--- src/rtl/game_pkg.sv ---
// Shared types and constants for the obstacle datapath of the flappy-bird game.
// Latency: n/a (package only). Backpressure: n/a.
package game_pkg;

    typedef enum logic [1:0] {
        ST_IDLE = 2'd0,
        ST_LOAD = 2'd1,
        ST_RUN  = 2'd2,
        ST_HOLD = 2'd3
    } state_t;

    localparam logic [1:0] LVL_EASY = 2'd0;
    localparam logic [1:0] LVL_MED  = 2'd1;
    localparam logic [1:0] LVL_HARD = 2'd2;

    localparam logic [7:0] GAP_EASY = 8'd210;
    localparam logic [7:0] GAP_MED  = 8'd150;
    localparam logic [7:0] GAP_HARD = 8'd130;
    localparam logic [7:0] OSC_LO   = 8'd130;
    localparam logic [7:0] OSC_HI   = 8'd160;

    localparam logic [9:0] SPAWN_COL = 10'd610;
    localparam logic [9:0] MIN_COL   = 10'd25;
    localparam logic [9:0] STEP      = 10'd2;

    localparam logic [7:0] INIT_CNT = 8'd140;
    localparam logic [7:0] PERIOD   = 8'd120;
    localparam logic [7:0] SPAWN_AT = 8'd119;

    typedef struct packed {
        logic [8:0] row;
        logic [9:0] col;
    } slot_t;

    function automatic logic [7:0] gap_for_level(input logic [1:0] lvl);
        case (lvl)
            LVL_MED:  return GAP_MED;
            LVL_HARD: return GAP_HARD;
            default:  return GAP_EASY;
        endcase
    endfunction

    // Snapping below MIN_COL keeps the unsigned subtraction from wrapping.
    function automatic logic [9:0] next_col(input logic [9:0] col);
        return (col >= MIN_COL) ? (col - STEP) : 10'd0;
    endfunction

endpackage

--- src/rtl/obstacle_scheduler_if.sv ---
// Control inputs and obstacle outputs of the scheduler, bundled for the game top.
// Latency: n/a (wiring only). Backpressure: none, outputs are plain registers.
interface obstacle_scheduler_if;
    logic       tick;
    logic       start;
    logic       run;
    logic       clear;
    logic [1:0] level;
    logic [8:0] rand_row;
    logic [8:0] obs_row0;
    logic [8:0] obs_row1;
    logic [8:0] obs_row2;
    logic [9:0] obs_col0;
    logic [9:0] obs_col1;
    logic [9:0] obs_col2;
    logic [7:0] gap_height;
    logic       spawn;
    logic       active;

    modport master (
        output tick, start, run, clear, level, rand_row,
        input  obs_row0, obs_row1, obs_row2, obs_col0, obs_col1, obs_col2,
        input  gap_height, spawn, active
    );

    modport slave (
        input  tick, start, run, clear, level, rand_row,
        output obs_row0, obs_row1, obs_row2, obs_col0, obs_col1, obs_col2,
        output gap_height, spawn, active
    );
endinterface

--- src/rtl/gap_oscillator.sv ---
// Holds the gap height and sweeps it between OSC_LO and OSC_HI when enabled.
// Latency: 1 cycle from load/step to gap_height. Backpressure: none.
module gap_oscillator
    import game_pkg::*;
(
    input  logic       clk,
    input  logic       rst_n,
    input  logic       load,
    input  logic [7:0] load_val,
    input  logic       en,
    input  logic       step,
    output logic [7:0] gap_height
);
    logic dir;

    // Out-of-band values bounce back by 2 so the sweep turns around in one step.
    always_ff @(posedge clk or negedge rst_n) begin
        if (!rst_n) begin
            gap_height <= 8'd0;
            dir        <= 1'b1;
        end else if (load) begin
            gap_height <= load_val;
            dir        <= 1'b1;
        end else if (en && step) begin
            if (gap_height > OSC_HI) begin
                dir        <= 1'b0;
                gap_height <= gap_height - 8'd2;
            end else if (gap_height < OSC_LO) begin
                dir        <= 1'b1;
                gap_height <= gap_height + 8'd2;
            end else begin
                gap_height <= dir ? (gap_height + 8'd1) : (gap_height - 8'd1);
            end
        end
    end
endmodule

--- src/rtl/obstacle_scheduler.sv ---
// Spawns, shifts and moves the three obstacle slots on frame ticks; drives gap height.
// Latency: 1 cycle from tick to registered outputs. Backpressure: run=0 freezes (HOLD).
module obstacle_scheduler
    import game_pkg::*;
(
    input  logic                 clk,
    input  logic                 rst_n,
    obstacle_scheduler_if.slave  bus
);
    state_t        state_q, state_d;
    slot_t [2:0]   slot_q;
    logic  [7:0]   cnt_q;
    logic          osc_en_q;
    logic          spawn_q;
    logic  [7:0]   gap_height;

    logic do_clear, do_load, do_spawn, do_reload, do_move;

    always_ff @(posedge clk or negedge rst_n) begin
        if (!rst_n) state_q <= ST_IDLE;
        else        state_q <= state_d;
    end

    always_comb begin
        state_d   = state_q;
        do_clear  = 1'b0;
        do_load   = 1'b0;
        do_spawn  = 1'b0;
        do_reload = 1'b0;
        do_move   = 1'b0;
        if (bus.clear) begin
            state_d  = ST_IDLE;
            do_clear = 1'b1;
        end else begin
            case (state_q)
                ST_IDLE: if (bus.start) state_d = ST_LOAD;
                ST_LOAD: begin
                    do_load = 1'b1;
                    state_d = bus.start ? ST_LOAD : ST_RUN;
                end
                ST_RUN: begin
                    if (bus.start)      state_d = ST_LOAD;
                    else if (!bus.run)  state_d = ST_HOLD;
                    else if (bus.tick) begin
                        if (cnt_q == SPAWN_AT)   do_spawn  = 1'b1;
                        else if (cnt_q == 8'd0)  do_reload = 1'b1;
                        else                     do_move   = 1'b1;
                    end
                end
                ST_HOLD: begin
                    if (bus.start)    state_d = ST_LOAD;
                    else if (bus.run) state_d = ST_RUN;
                end
                default: state_d = ST_IDLE;
            endcase
        end
    end

    always_ff @(posedge clk or negedge rst_n) begin
        if (!rst_n) begin
            slot_q   <= '0;
            cnt_q    <= 8'd0;
            osc_en_q <= 1'b0;
            spawn_q  <= 1'b0;
        end else begin
            spawn_q <= do_spawn;
            if (do_clear || do_load) slot_q <= '0;
            if (do_load) begin
                cnt_q    <= INIT_CNT;
                osc_en_q <= (bus.level == LVL_HARD);
            end
            if (do_spawn) begin
                slot_q <= {slot_q[1], slot_q[0], slot_t'{row: bus.rand_row, col: SPAWN_COL}};
                cnt_q  <= cnt_q - 8'd1;
            end
            if (do_reload) cnt_q <= PERIOD;
            if (do_move) begin
                cnt_q <= cnt_q - 8'd1;
                for (int i = 0; i < 3; i++) slot_q[i].col <= next_col(slot_q[i].col);
            end
        end
    end

    gap_oscillator u_gap (
        .clk        (clk),
        .rst_n      (rst_n),
        .load       (do_load),
        .load_val   (gap_for_level(bus.level)),
        .en         (osc_en_q),
        .step       (do_move),
        .gap_height (gap_height)
    );

    assign bus.obs_row0   = slot_q[0].row;
    assign bus.obs_row1   = slot_q[1].row;
    assign bus.obs_row2   = slot_q[2].row;
    assign bus.obs_col0   = slot_q[0].col;
    assign bus.obs_col1   = slot_q[1].col;
    assign bus.obs_col2   = slot_q[2].col;
    assign bus.gap_height = gap_height;
    assign bus.spawn      = spawn_q;
    assign bus.active     = (state_q == ST_RUN) || (state_q == ST_HOLD);
endmodule

--- src/flat_wrapper.sv ---
// flat-port wrapper written by rule: the top's interface ports become plain ports
module obstacle_scheduler_flat import game_pkg::*;
  (clk, rst_n, bus_tick, bus_start, bus_run, bus_clear, bus_level, bus_rand_row, bus_obs_row0, bus_obs_row1, bus_obs_row2, bus_obs_col0, bus_obs_col1, bus_obs_col2, bus_gap_height, bus_spawn, bus_active);
  obstacle_scheduler_if bus_i ();
  input  logic clk;
  input  logic rst_n;
  input wire logic [$bits(bus_i.tick)-1:0] bus_tick;
  input wire logic [$bits(bus_i.start)-1:0] bus_start;
  input wire logic [$bits(bus_i.run)-1:0] bus_run;
  input wire logic [$bits(bus_i.clear)-1:0] bus_clear;
  input wire logic [$bits(bus_i.level)-1:0] bus_level;
  input wire logic [$bits(bus_i.rand_row)-1:0] bus_rand_row;
  output wire logic [$bits(bus_i.obs_row0)-1:0] bus_obs_row0;
  output wire logic [$bits(bus_i.obs_row1)-1:0] bus_obs_row1;
  output wire logic [$bits(bus_i.obs_row2)-1:0] bus_obs_row2;
  output wire logic [$bits(bus_i.obs_col0)-1:0] bus_obs_col0;
  output wire logic [$bits(bus_i.obs_col1)-1:0] bus_obs_col1;
  output wire logic [$bits(bus_i.obs_col2)-1:0] bus_obs_col2;
  output wire logic [$bits(bus_i.gap_height)-1:0] bus_gap_height;
  output wire logic [$bits(bus_i.spawn)-1:0] bus_spawn;
  output wire logic [$bits(bus_i.active)-1:0] bus_active;
  assign bus_i.tick = bus_tick;
  assign bus_i.start = bus_start;
  assign bus_i.run = bus_run;
  assign bus_i.clear = bus_clear;
  assign bus_i.level = bus_level;
  assign bus_i.rand_row = bus_rand_row;
  assign bus_obs_row0 = bus_i.obs_row0;
  assign bus_obs_row1 = bus_i.obs_row1;
  assign bus_obs_row2 = bus_i.obs_row2;
  assign bus_obs_col0 = bus_i.obs_col0;
  assign bus_obs_col1 = bus_i.obs_col1;
  assign bus_obs_col2 = bus_i.obs_col2;
  assign bus_gap_height = bus_i.gap_height;
  assign bus_spawn = bus_i.spawn;
  assign bus_active = bus_i.active;
  obstacle_scheduler u_core (.clk(clk), .rst_n(rst_n), .bus(bus_i));
endmodule
--- config.mk ---
export PLATFORM = sky130hd
export DESIGN_NAME = obstacle_scheduler_flat
export DESIGN_NICKNAME = d
export VERILOG_FILES = /design/src/rtl/game_pkg.sv /design/src/rtl/obstacle_scheduler_if.sv /design/src/rtl/gap_oscillator.sv /design/src/rtl/obstacle_scheduler.sv /design/src/flat_wrapper.sv
export SDC_FILE = /design/constraint.sdc
export NUM_CORES = 1
export LEC_CHECK = 0
export ABC_AREA = 1
export BUFFER_PORTS_ARGS = -buffer_cell sky130_fd_sc_hd__buf_2
export CORE_MARGIN = 2
export CORE_UTILIZATION = 56
export DETAILED_ROUTE_END_ITERATION = 10
export PLACE_DENSITY = 0.77
export SLEW_MARGIN = 0
export SYNTH_ARGS = -nofsm -noshare
export SYNTH_HDL_FRONTEND = slang
export SYNTH_SLANG_ARGS = --single-unit
--- constraint.sdc ---
create_clock -name clk -period 2.6 [get_ports clk]
set_input_delay 0.52 -clock clk [delete_from_list [all_inputs] [get_ports clk]]
set_output_delay 0.52 -clock clk [all_outputs]
set_load 0.02 [all_outputs]
== Word level (Yosys, flattened, before mapping) ==
Index checks and enable logic that the tools add are counted.

* Flip-flop bits (word level): 78
* Bits of input ports: 17
* Output and inout bits: 67
* Word-level logic and storage cells: 99

* Add/sub/neg operators: 8
* $lt $le $gt $ge: 5
* Equality and inequality tests: 9
* Multiplexer cells: 53
* Reductions and logical operators: 12

{| class="wikitable"
|+ Operators with widths
! cell !! count
|-
| 2-to-1 mux 57 bit || 2
|-
| 2-to-1 mux 8 bit || 9
|-
| 2-to-1 mux 10 bit || 6
|-
| greater-or-equal comparator 10 x 5 -> 1 bit, second input constant || 3
|-
| subtractor 10 x 2 -> 10 bit, second input constant || 3
|-
| 2-to-1 mux 1 bit || 27
|-
| subtractor 8 x 1 -> 8 bit, second input constant || 2
|-
| 2-to-1 mux 2 bit || 7
|-
| one-hot mux 7 bit (2 select lines) || 1
|-
| adder 8 x 1 -> 8 bit, second input constant || 1
|-
| adder 8 x 2 -> 8 bit, second input constant || 1
|-
| == test 8 x 7 -> 1 bit, second input constant || 1
|-
| > comparator 8 bit, second input constant || 1
|-
| zero test 8 bit || 1
|-
| less-than comparator 8 bit, second input constant || 1
|-
| inequality test 4 bit, second input constant || 2
|-
| one-hot mux 2 bit (4 select lines) || 1
|-
| subtractor 8 x 2 -> 8 bit, second input constant || 1
|-
| == test 2 bit, second input constant || 3
|-
| nonzero test 3 bit || 2
|-
| == test 2 x 1 -> 1 bit, second input constant || 2
|-
| nonzero test 2 bit || 2
|-
| nonzero test 4 bit || 1
|-
| inequality test 3 bit, second input constant || 1
|-
| 5 further kinds || 6
|}

== Longest topological paths before layout ==
Gate-level depths: netlist (run 1).

* Depth in word-level cells: 11
* Gate-level depth with buffers: 14
* Gate-level depth less buffers: 14

== Hierarchy ==
Synthesis (run 1) repeated with hierarchy kept, for this count alone.

* Cells, all modules: 666
* Area total of the unflattened synthesis: 4,887.2 um^2

{| class="wikitable"
|+ By module, submodules not included
! module !! times used !! cells an instance !! area an instance (um^2) !! seq. area each (um^2)
|-
| obstacle_scheduler || 1 || 456 || 3,632.2 || 1,701.6
|-
| gap_oscillator || 1 || 210 || 1,255.0 || 226.5
|}

== Least setup slack after synthesis (run 1) ==
OpenSTA, ideal clock, no wires.

* Path type: flip-flop to flip-flop
* From: register u_core.u_gap.dir
* To: register u_core.u_gap.gap_height[3]
* Library setup time: 0.127 ns
* Data arrival time: 1.771 ns
* Data required time: 2.473 ns
* Setup slack: 0.702 ns
* Cell stages (with the launch flop): 10
* Buffers on the path: 0
* Clock period less this slack: 1.898 ns
* Cell sequence: dfstp_2 -> inv_1 -> ha_1 -> a21oi_1 -> nand2_1 -> or2_2 -> nand3_1 -> o211ai_1 -> nand3_1 -> o21ai_0

* Longest elaborated chain between the ends: 5

{| class="wikitable"
|+ Ends and longest elaborated chain
! item !! line !! text
|-
| start, declared || gap_oscillator.sv:14 || <nowiki>logic dir;</nowiki>
|-
| start signal, assigned || gap_oscillator.sv:20 || <nowiki>dir <= 1'b1;</nowiki>
|-
| start signal, assigned || gap_oscillator.sv:23 || <nowiki>dir <= 1'b1;</nowiki>
|-
| start signal, assigned || gap_oscillator.sv:26 || <nowiki>dir <= 1'b0;</nowiki>
|-
| 2-to-1 mux 8 bit || gap_oscillator.sv:32 || <nowiki>gap_height <= dir ? (gap_height + 8'd1) : (gap_height - 8'd1);</nowiki>
|-
| 2-to-1 mux 8 bit || gap_oscillator.sv:28 || <nowiki>end else if (gap_height < OSC_LO) begin</nowiki>
|-
| 2-to-1 mux 8 bit || gap_oscillator.sv:25 || <nowiki>if (gap_height > OSC_HI) begin</nowiki>
|-
| 2-to-1 mux 8 bit || gap_oscillator.sv:24 || <nowiki>end else if (en && step) begin</nowiki>
|-
| 2-to-1 mux 8 bit || gap_oscillator.sv:21 || <nowiki>end else if (load) begin</nowiki>
|-
| end signal, assigned || gap_oscillator.sv:22 || <nowiki>gap_height <= load_val;</nowiki>
|-
| end signal, assigned || gap_oscillator.sv:27 || <nowiki>gap_height <= gap_height - 8'd2;</nowiki>
|-
| end signal, assigned || gap_oscillator.sv:30 || <nowiki>gap_height <= gap_height + 8'd2;</nowiki>
|-
| end, declared || gap_oscillator.sv:12 || <nowiki>output logic [7:0] gap_height</nowiki>
|}

No other way between the ends. The select of a mux whose other input is x is not followed.
A chain may end at the register's enable or synchronous reset.

== Final worst setup path (run 1) ==
Same ends and word-level chain as after synthesis.

==> flow_summary_export.csv, run 1 <==
group,metric,value,unit
global_routing,grt_max_degree,78,
logic_synthesis,synthFlopType,"dfrtp_1",
floorplan,fp.dieW,94.7,um
flow_run,drv_cap,0,
drt,routedWlPerCell,13.3,um
clock_tree,insertion_delay,0.35,ns
finish,n_fill_cell,723,
global_routing,grt_usage,26.0,%
power,power.density,674,nW/um2
placement,hpwl,7.91,mm
clock_tree,cts_htree_levels,3,
global_routing,grt_pass1_vias,4054,
placement,portBuffers,82,
logic_synthesis,synth_cell_types,39,
clock_tree,cts_setup_buffers,0,
floorplan,die_h,94.7,um
worst_setup_path,crit_type,"flip-flop to flip-flop",
floorplan,core,8090,um2
clock_tree,postCtsHoldBufs,0,
global_routing,antenna_found_initial,0,
timing,relSlewSlack,35.9,%
worst_setup_path,critPathSlowestCell,"dfstp_2",
floorplan,ios,84,
worst_setup_path,crit_chain,"inv_1, ha_1, a21oi_1, nand2_1, or2_2, nand3_1, o211ai_1, nand3_1, o21ai_0",
timing,hold_viol_final,0,
power,irDropWorstVdd,0.545,mV
drt,drc,0,
drt,postRouteAntennaNets,0,
logic_synthesis,yosysSeqAreaShare,41.9,%
global_routing,overflow,0,
logic_synthesis,synth-seq-cells,77,
logic_synthesis,yosys_warnings,0,
floorplan,die-area,8970,um2
power,leakagePower,2.81,nW
logic_synthesis,avgSynthCellArea,7.51,um2
hold_path,hp-class,"primary input to async pin",
timing,rsz0062_at_grt,"no",
finish,final_common_cell,"nand2_1",
drt,num_vias,4263,
worst_setup_path,crit_path_end_kind,"flip-flop",
timing,setup_viol,0,
status,status,"finished clean",
drt,drt_iter0_markers,179,
floorplan,initial_utilization,56.9,%
clock_tree,numCtsBuffers,9,
logic_synthesis,synth_area,4610,um2
finish,nets,730,
timing,finalSetupTns,0,ns
finish,most-common-layout-cells,"nand2_1 (189), inv_1 (81), buf_2 (81)",
finish,area_growth,14.1,%
global_routing,grt_pass1_wl,18.6,mm
timing,skew,0.00974,ns
worst_setup_path,worstPathMaxFanout,8,
floorplan,rows,33,
clock_tree,postCtsResizedCells,0,
logic_synthesis,ys_top_cells_by_area,"dfrtp_1 (41%), nand2_1 (15%), inv_1 (6.6%)",
finish,drive_above_1_share,17.4,%
logic_synthesis,synth_edf_count,0,
clock_tree,cts_tree,"built",
drt,via_per_inst,5.30,
logic_synthesis,ys_async_sr_fraction,100,%
drt,firstDrtPassIters,5,
worst_setup_path,max_stage_delay,0.55,ns
clock_tree,cts_buffer_depth,2,
placement,dpl_cell_area,5070,um2
worst_setup_path,cp.arrival,2.34,ns
drt,drt-total-wl,10.7,mm
timing,slew_violations,0,
worst_setup_path,rr_worst_depth,9,
clock_tree,cts-root-buf,"clkbuf_8",
clock_tree,clkSinkCount,77,
worst_setup_path,required,2.84,ns
clock_tree,path_clk_slew,0.09,ns
finish,fin_area,5260,um2
worst_setup_path,startpoint_type,"flip-flop",
timing,tightest_slew,0.961,ns
logic_synthesis,yosys.area.top_type,"dfrtp_1",
finish,regArea,1930,um2
timing,fmax,477,MHz
logic_synthesis,synth.net_count,648,
finish,diodes,0,
finish,multi_input_area,2270,um2
timing,finalCritPeriodShare,80.7,%
placement,globalplace.congestion,0.882,
worst_setup_path,crit_path_frequent_cell,"nand3_1",
logic_synthesis,synthCells,613,
timing,finalCriticalPeriod,2.10,ns
logic_synthesis,synth_top_area_share,41.3,%
## cell families (layout without fill, tap and decap cells)
group                    after synthesis  count (layout)  share of synthesized area, %
flip-flops                            77              77                          41.9
other                                  1               1                        0.0814
AND/OR/NAND/NOR                      326             326                          31.1
adder cells (fa/ha/maj)               18              18                          5.05
buffers and inverters                 97             184                          8.86
XOR/XNOR                              23              23                          4.37
AO/OA/AOI/OAI                         71              71                          8.72
## cell usage after synthesis (3+ instances only)
cell and n:
o21a_1 4, buf_6 4, xor2_1 16, nand4_1 9
nor3_1 9, o22ai_1 10, nor2_1 42, o211ai_1 3
xnor2_1 7, dfrtp_1 76, o21ai_0 38, nor2_2 4
a21oi_1 8, buf_2 4, or2_2 6, inv_2 3
inv_1 81, ha_1 17, nand2_1 189, nand3_1 56
## power breakdown
part	total (mW)	internal (mW)	switching [mW]
Sequential	1.40	1.27	0.126
Combinational	1.28	0.464	0.821
Clock	0.858	0.403	0.456
## layer usage
| metal | track usage, % | wire [um] |
|---|---|---|
| met4 | 10.7 | 198 |
| met3 | 3.99 | 557 |
| met1 | 33.9 | 4690 |
| met5 | 0 | 0 |
| met2 | 43.4 | 5250 |
## worst max-delay path: cells and delay by family (launching register included)
kind	cells	cell delay (ns)
AND/OR/NAND/NOR	4	0.55
adder cells (fa/ha/maj)	1	0.39
buffers and inverters	1	0.15
flip-flops	1	0.55
AO/OA/AOI/OAI	3	0.35
## final timing paths
kind,startpoint,to,slack [ns]
max,u_core.u_gap.dir,u_core.u_gap.gap_height[3],0.50
min,rst_n,u_core.bus.obs_row2[5],0.30
max reg2reg,u_core.u_gap.dir,u_core.u_gap.gap_height[3],0.50
min reg2reg,u_core.u_gap.dir,u_core.u_gap.dir,0.49
max in group asynchronous,rst_n,u_core.cnt_q[3],1.66
min in group clk,bus_start,u_core.state_q[1],0.36
## state kept, by name (all words and copies together), names as in the netlist
register,flops
u_core.bus.obs_col0,9
u_core.bus.obs_col1,10
u_core.bus.obs_col2,10
u_core.bus.obs_row0,9
u_core.bus.obs_row1,9
u_core.bus.obs_row2,9
u_core.bus.spawn,1
u_core.cnt_q,8
u_core.osc_en_q,1
u_core.state_q,2
u_core.u_gap.dir,1
u_core.u_gap.gap_height,8
## stage by stage
stage               hold WS [ns]  power (mW)  util (%)  std cells  setup WS [ns]
global placement           0.470        2.68      62.6        789          0.499
CTS                        0.349        3.55      65.0        805          0.488
finish                     0.299        3.54      65.0        805          0.502
global route               0.362        3.81      65.0        805          0.240
detailed placement         0.478        2.70      62.6        789          0.358
floorplan                  0.224        2.39         -        613          0.702
## cell type report
| cell class | count | area share, % |
|---|---|---|
| inverters | 85 | 6.09 |
| well taps | 105 | 2.50 |
| flip-flops and latches | 77 | 36.7 |
| clock inverters | 4 | 0.595 |
| clock buffers | 12 | 2.95 |
| multi-input cells | 439 | 43.2 |
| repair buffers | 83 | 8.00 |
(Power assumes the default switching activity.)
==> run 2: changes to the inputs <==
clock period = 2 ns   (was 2.6 ns; I/O delays follow)
==> run 2 against run 1 <==
Against the previous run: the run now ends with setup timing left; fmax shrank 1.3%; clock-buffer cell count shrank 2; final cell count grew 3.1%; worst setup slack lost 0.63 ns; first-iteration DRC count grew 38%; critical path depth grew 1; clock skew grew 0.0010 ns; sequential cell count is the same; worst hold slack lost 0.065 ns; wire length grew 10%; largest cell class unchanged.
==> flow_summary_export.csv, run 2 (synthesis gave the netlist of run 1 again) <==
group,metric,value,unit
status,status,"finished, violations left",
status,failed_checks,"setup timing",
worst_setup_path,worstReg2RegEnd,"u_core.u_gap.gap_height[3]",
timing,fmax,470,MHz
power,irDropWorstVdd,0.863,mV
power,power.density,916,nW/um2
timing,setup_ws,-0.126,ns
clock_tree,cts_tree,"built",
floorplan,core,8090,um2
finish,diodes,0,
global_routing,overflow,0,
finish,most-common-layout-cells,"nand2_1 (187), buf_2 (81), inv_1 (76), dfrtp_1 (76), nand3_1 (56)",
placement,hpwl,8.29,mm
clock_tree,numCtsBuffers,9,
drt,drt-total-wl,11.8,mm
worst_setup_path,crit_type,"flip-flop to flip-flop",
placement,portBuffers,82,
clock_tree,clkSinkCount,77,
worst_setup_path,crit_chain,"clkinvlp_4, buf_4, ha_4, a21oi_2, nand2_1, or2_2, nand3_1, o211ai_1, nand3_1, o21ai_0",
worst_setup_path,cp.buffers_inverters,2,
finish,stdcell_count,830,
worst_setup_path,critPathSlowestCell,"dfstp_2",
clock_tree,path_clk_slew,0.08,ns
hold_path,hold-path-endpoint,"u_core.state_q[1]",
drt,postRouteAntennaNets,0,
finish,area_growth,21.1,%
worst_setup_path,path_depth,10,
floorplan,ios,84,
worst_setup_path,crit_family,"flip-flops",
clock_tree,cts-root-buf,"clkbuf_8",
timing,finalSetupTns,-0.228,ns
global_routing,antenna_found_initial,0,
worst_setup_path,rr_worst_depth,10,
clock_tree,cts_htree_levels,3,
worst_setup_path,timing.rr.start,"u_core.u_gap.dir",
worst_setup_path,cp.arrival,2.37,ns
finish,fin_area,5580,um2
timing,setup_viol,3,
timing,hold_viol_final,0,
worst_setup_path,worstPathMaxFanout,5,
global_routing,grt_usage,27.2,%
worst_setup_path,rrSetupSlack,-0.13,ns
floorplan,rows,33,
floorplan,die-area,8970,um2
worst_setup_path,crit_path_frequent_cell,"nand3_1",
worst_setup_path,required,2.24,ns
drt,routedWlPerCell,14.2,um
placement,globalplace.congestion,0.913,
worst_setup_path,crit_path_end_kind,"flip-flop",
clock_tree,cts_buffer_depth,2,
clock_tree,insertion_delay,0.37,ns
timing,finalCritPeriodShare,106,%
floorplan,fp.dieW,94.7,um
finish,nets,755,
global_routing,grt_pass1_vias,4306,
hold_path,holdPathStages,2,
drt,num_vias,4468,
drt,drc,0,
drt,firstDrtPassIters,5,
global_routing,grt_max_degree,44,
floorplan,initial_utilization,56.9,%
placement,dpl_cell_area,5200,um2
worst_setup_path,max_stage_delay,0.57,ns
finish,drive_above_1_share,22.6,%
floorplan,die_h,94.7,um
hold_path,hp-class,"primary input to flip-flop",
power,leakagePower,2.93,nW
worst_setup_path,startpoint_type,"flip-flop",
global_routing,grt_pass1_wl,19.3,mm
timing,skew,0.0108,ns
hold_path,worstHoldStart,"bus_start",
drt,drt_iter0_markers,247,
placement,dp.cells,805,
timing,finalCriticalPeriod,2.13,ns
timing,slew_violations,0,
timing,tightest_slew,0.626,ns
flow_run,drv_cap,0,
timing,relSlewSlack,58.2,%
drt,via_per_inst,5.38,
timing,rsz0062_at_grt,"yes",
finish,final_common_cell,"nand2_1",
## run 2: cell count changes in the layout (fill, tap and decap cells not counted), sizes merged
cell / before / now
buf: 83 / 107
dlygate4sd3: 0 / 1
clkinvlp: 3 / 4
clkbuf: 12 / 10
clkinv: 1 / 2
## run 2: routing by layer
metal	vias to the layer above	GRT usage (%)	share of wire, %
li1	2179	-	-
met1	2084	35.8	43
met2	181	45.8	49
met3	24	4.15	6.5
met4	0	9.42	1.8
met5	-	0	0
## run 2: layout make-up
class,count,area [um2]
clock buffers,10,138
fillers,681,2520
well taps,105,131
clock inverters,6,55.1
repair buffers,108,639
inverters,85,330
flip-flops and latches,77,1930
multi-input cells,439,2350
## run 2: power by group
group / internal (mW) / switching (mW) / total, mW
Clock: 0.508 / 0.668 / 1.18
Sequential: 1.65 / 0.193 / 1.85
Combinational: 0.859 / 1.23 / 2.09
Total: 3.02 / 2.09 / 5.11
## run 2: worst max path at each step
stage	from	end	slack, ns
final	u_core.u_gap.dir	u_core.u_gap.gap_height[3]	-0.13
after global routing	u_core.u_gap.dir	u_core.u_gap.gap_height[7]	-0.23
after detailed placement	u_core.u_gap.dir	u_core.u_gap.gap_height[3]	-0.03
after global placement	u_core.u_gap.dir	u_core.u_gap.gap_height[3]	0.03
after floorplan	u_core.u_gap.dir	u_core.u_gap.gap_height[3]	0.10
after CTS	u_core.u_gap.dir	u_core.u_gap.gap_height[4]	-0.03
## run 2: repair_timing
| action | in CTS | in global routing |
|---|---|---|
| endpoints found under the hold margin | 3 | 0 |
| endpoints found under the setup margin | 2 | 34 |
| pin swaps | 0 | 5 |
| hold buffers | 1 | 0 |
| setup buffers | 0 | 8 |
| gates resized for setup | 1 | 21 |
## run 2: per-stage QoR
step           setup WS, ns  power, mW  hold slack [ns]  utilization [%]
6_report             -0.126       5.11            0.234             68.9
5_1_grt              -0.233       5.47            0.242             68.9
4_1_cts             -0.0290       4.85            0.227             66.9
3_5_place_dp        -0.0252       3.64            0.210             64.3
3_3_place_gp         0.0331       3.61            0.207             64.3
2_1_floorplan         0.102       3.11            0.104                -
==> run 3: changes to the inputs <==
==> constraint.sdc (replaced) <==
create_clock -name clk -period 2.3 [get_ports clk]
set_input_delay 0.23 -clock clk [delete_from_list [all_inputs] [get_ports clk]]
set_output_delay 0.23 -clock clk [all_outputs]
set_load 0.02 [all_outputs]
==> run 3 against run 2 <==
Against the previous run: the run now ends clean; first-iteration DRC count decreased by 1.6%; via count decreased by 4.1%; sequential power decreased by 15%; clock skew increased by 0.00066 ns; clock-buffer cell count unchanged; total power decreased by 16%; clock power about the same; die area unchanged; worst hold slack got worse by 0.17 ns; critical path depth increased by 1; sequential cell count unchanged; largest power group is now registers.
==> flow_summary_export.csv, run 3 (synthesis gave the netlist of run 1 again) <==
group,metric,value,unit
finish,n_fill_cell,717,
worst_setup_path,crit_family,"simple AND/OR/NAND/NOR gates",
drt,num_vias,4285,
clock_tree,cts_htree_levels,3,
drt,postRouteAntennaNets,0,
clock_tree,path_clk_slew,0.09,ns
worst_setup_path,crit_path_frequent_cell,"nand2_1",
global_routing,grt_max_degree,46,
worst_setup_path,startpoint_type,"flip-flop",
clock_tree,insertion_delay,0.36,ns
placement,globalplace.congestion,0.911,
hold_path,hp-class,"primary input to flip-flop",
finish,multi_input_area,2280,um2
placement,portBuffers,82,
finish,drive_above_1_share,18.0,%
clock_tree,cts_buffer_depth,2,
worst_setup_path,worstPathMaxFanout,22,
clock_tree,cts_setup_buffers,0,
floorplan,fp.dieW,94.7,um
timing,finalCriticalPeriod,2.05,ns
clock_tree,numCtsBuffers,9,
timing,rsz0062_at_grt,"no",
worst_setup_path,crit_type,"flip-flop to flip-flop",
timing,finalSetupTns,0,ns
timing,finalCritPeriodShare,89.2,%
global_routing,grt_pass1_vias,4063,
timing,hold_viol_final,0,
global_routing,overflow,0,
timing,setup_viol,0,
timing,relSlewSlack,58.1,%
finish,most-common-layout-cells,"nand2_1 (189), inv_1 (81), buf_2 (81)",
worst_setup_path,critPathSlowestCell,"dfrtp_1",
clock_tree,cts_tree,"built",
worst_setup_path,cp.buffers_inverters,2,
floorplan,rows,33,
floorplan,core,8090,um2
finish,final_common_cell,"nand2_1",
placement,hpwl,7.95,mm
drt,firstDrtPassIters,4,
global_routing,grt_usage,26.0,%
timing,fmax,488,MHz
clock_tree,clkSinkCount,77,
worst_setup_path,required,2.55,ns
worst_setup_path,crit_chain,"inv_1, ha_1, nand2_1, nor2_1, nand2_1, nand3_2, nor2_2, nand4_4, nand2_4, inv_2, o21a_1",
timing,skew,0.0114,ns
finish,area_growth,16.4,%
floorplan,die-area,8970,um2
drt,drt_iter0_markers,243,
finish,nets,734,
floorplan,initial_utilization,56.9,%
finish,regArea,1930,um2
finish,stdcell_count,810,
power,power.density,802,nW/um2
power,leakagePower,2.86,nW
drt,via_per_inst,5.29,
global_routing,grt_pass1_wl,18.6,mm
worst_setup_path,max_stage_delay,0.39,ns
placement,dp.cells,792,
drt,drc,0,
timing,slew_violations,0,
status,status,"finished clean",
floorplan,ios,84,
floorplan,die_h,94.7,um
drt,routedWlPerCell,13.6,um
power,irDropWorstVdd,0.542,mV
flow_run,drv_cap,0,
drt,drt-total-wl,11.0,mm
worst_setup_path,cp.arrival,2.30,ns
global_routing,antenna_found_initial,1,
clock_tree,cts-root-buf,"clkbuf_8",
worst_setup_path,crit_path_end_kind,"flip-flop",
timing,tightest_slew,0.628,ns
==> run 3: repair_timing <==
item | in CTS | in global routing
hold endpoints to repair | 32 | 0
endpoints found under the setup margin | 0 | 1
hold buffers | 1 | 0
gates resized for setup | 0 | 1
==> run 3: area by class of cell <==
type                       count  share of cell area (%)
tap                          105                    2.45
antenna                        1                  0.0467
clock inverter                 6                    1.75
sequential                    77                    36.0
inverter                      85                    5.97
multi-input combinational    439                    42.6
clock buffer                  10                    2.57
timing repair buffer          87                    8.68
==> run 3: per-layer routing <==
| metal | track usage [%] | share of wire, % | up-vias |
|---|---|---|---|
| met3 | 4.07 | 5.0 | 16 |
| met1 | 34.1 | 45 | 2035 |
| met4 | 7.97 | 1.3 | 0 |
| met5 | 0 | 0 | - |
| li1 | - | - | 2132 |
| met2 | 44.6 | 49 | 102 |
==> run 3: per-stage QoR <==
step	setup slack, ns	hold slack, ns	instance area (um2)	util (%)	power [mW]
2_1_floorplan	0.402	-0.0656	4610	-	2.71
3_3_place_gp	0.291	0.203	5100	63.1	3.03
3_5_place_dp	0.227	0.206	5100	63.1	3.07
4_1_cts	0.212	0.0542	5350	66.1	4.27
5_1_grt	0.0582	0.0755	5360	66.2	4.62
6_report	0.249	0.0610	5360	66.2	4.30
==> run 3: worst register-to-register path: cells and delay by family (launching register included) <==
| family | cells | cell delay, ns |
|---|---|---|
| adders and majority gates | 1 | 0.21 |
| DFF | 1 | 0.39 |
| buffers and inverters | 2 | 0.28 |
| and+or+nand+nor | 7 | 0.84 |
| AOI/OAI and AO/OA | 1 | 0.22 |
==> run 3: path summary, 6_finish.rpt <==
check / startpoint / to / slack (ns) / cells past startpoint
max in group asynchronous: rst_n / u_core.u_gap.dir / 1.30 / 3
worst max register to register: u_core.cnt_q[0] / u_core.bus.obs_col1[0] / 0.25 / 11
worst min-delay path: bus_start / u_core.state_q[1] / 0.06 / 2
min in group asynchronous: rst_n / u_core.bus.obs_row2[7] / 0.35 / 2
worst max-delay path: u_core.cnt_q[0] / u_core.bus.obs_col1[0] / 0.25 / 11
worst min register to register: u_core.u_gap.dir / u_core.u_gap.dir / 0.48 / 2
==> run 3: power breakdown <==
group	total [mW]	switching, mW	internal, mW	leakage [nW]
Combinational	1.51	0.956	0.556	1.70
Clock	1.20	0.550	0.652	0.119
Sequential	1.58	0.147	1.44	1.05
Total	4.30	1.65	2.65	2.86
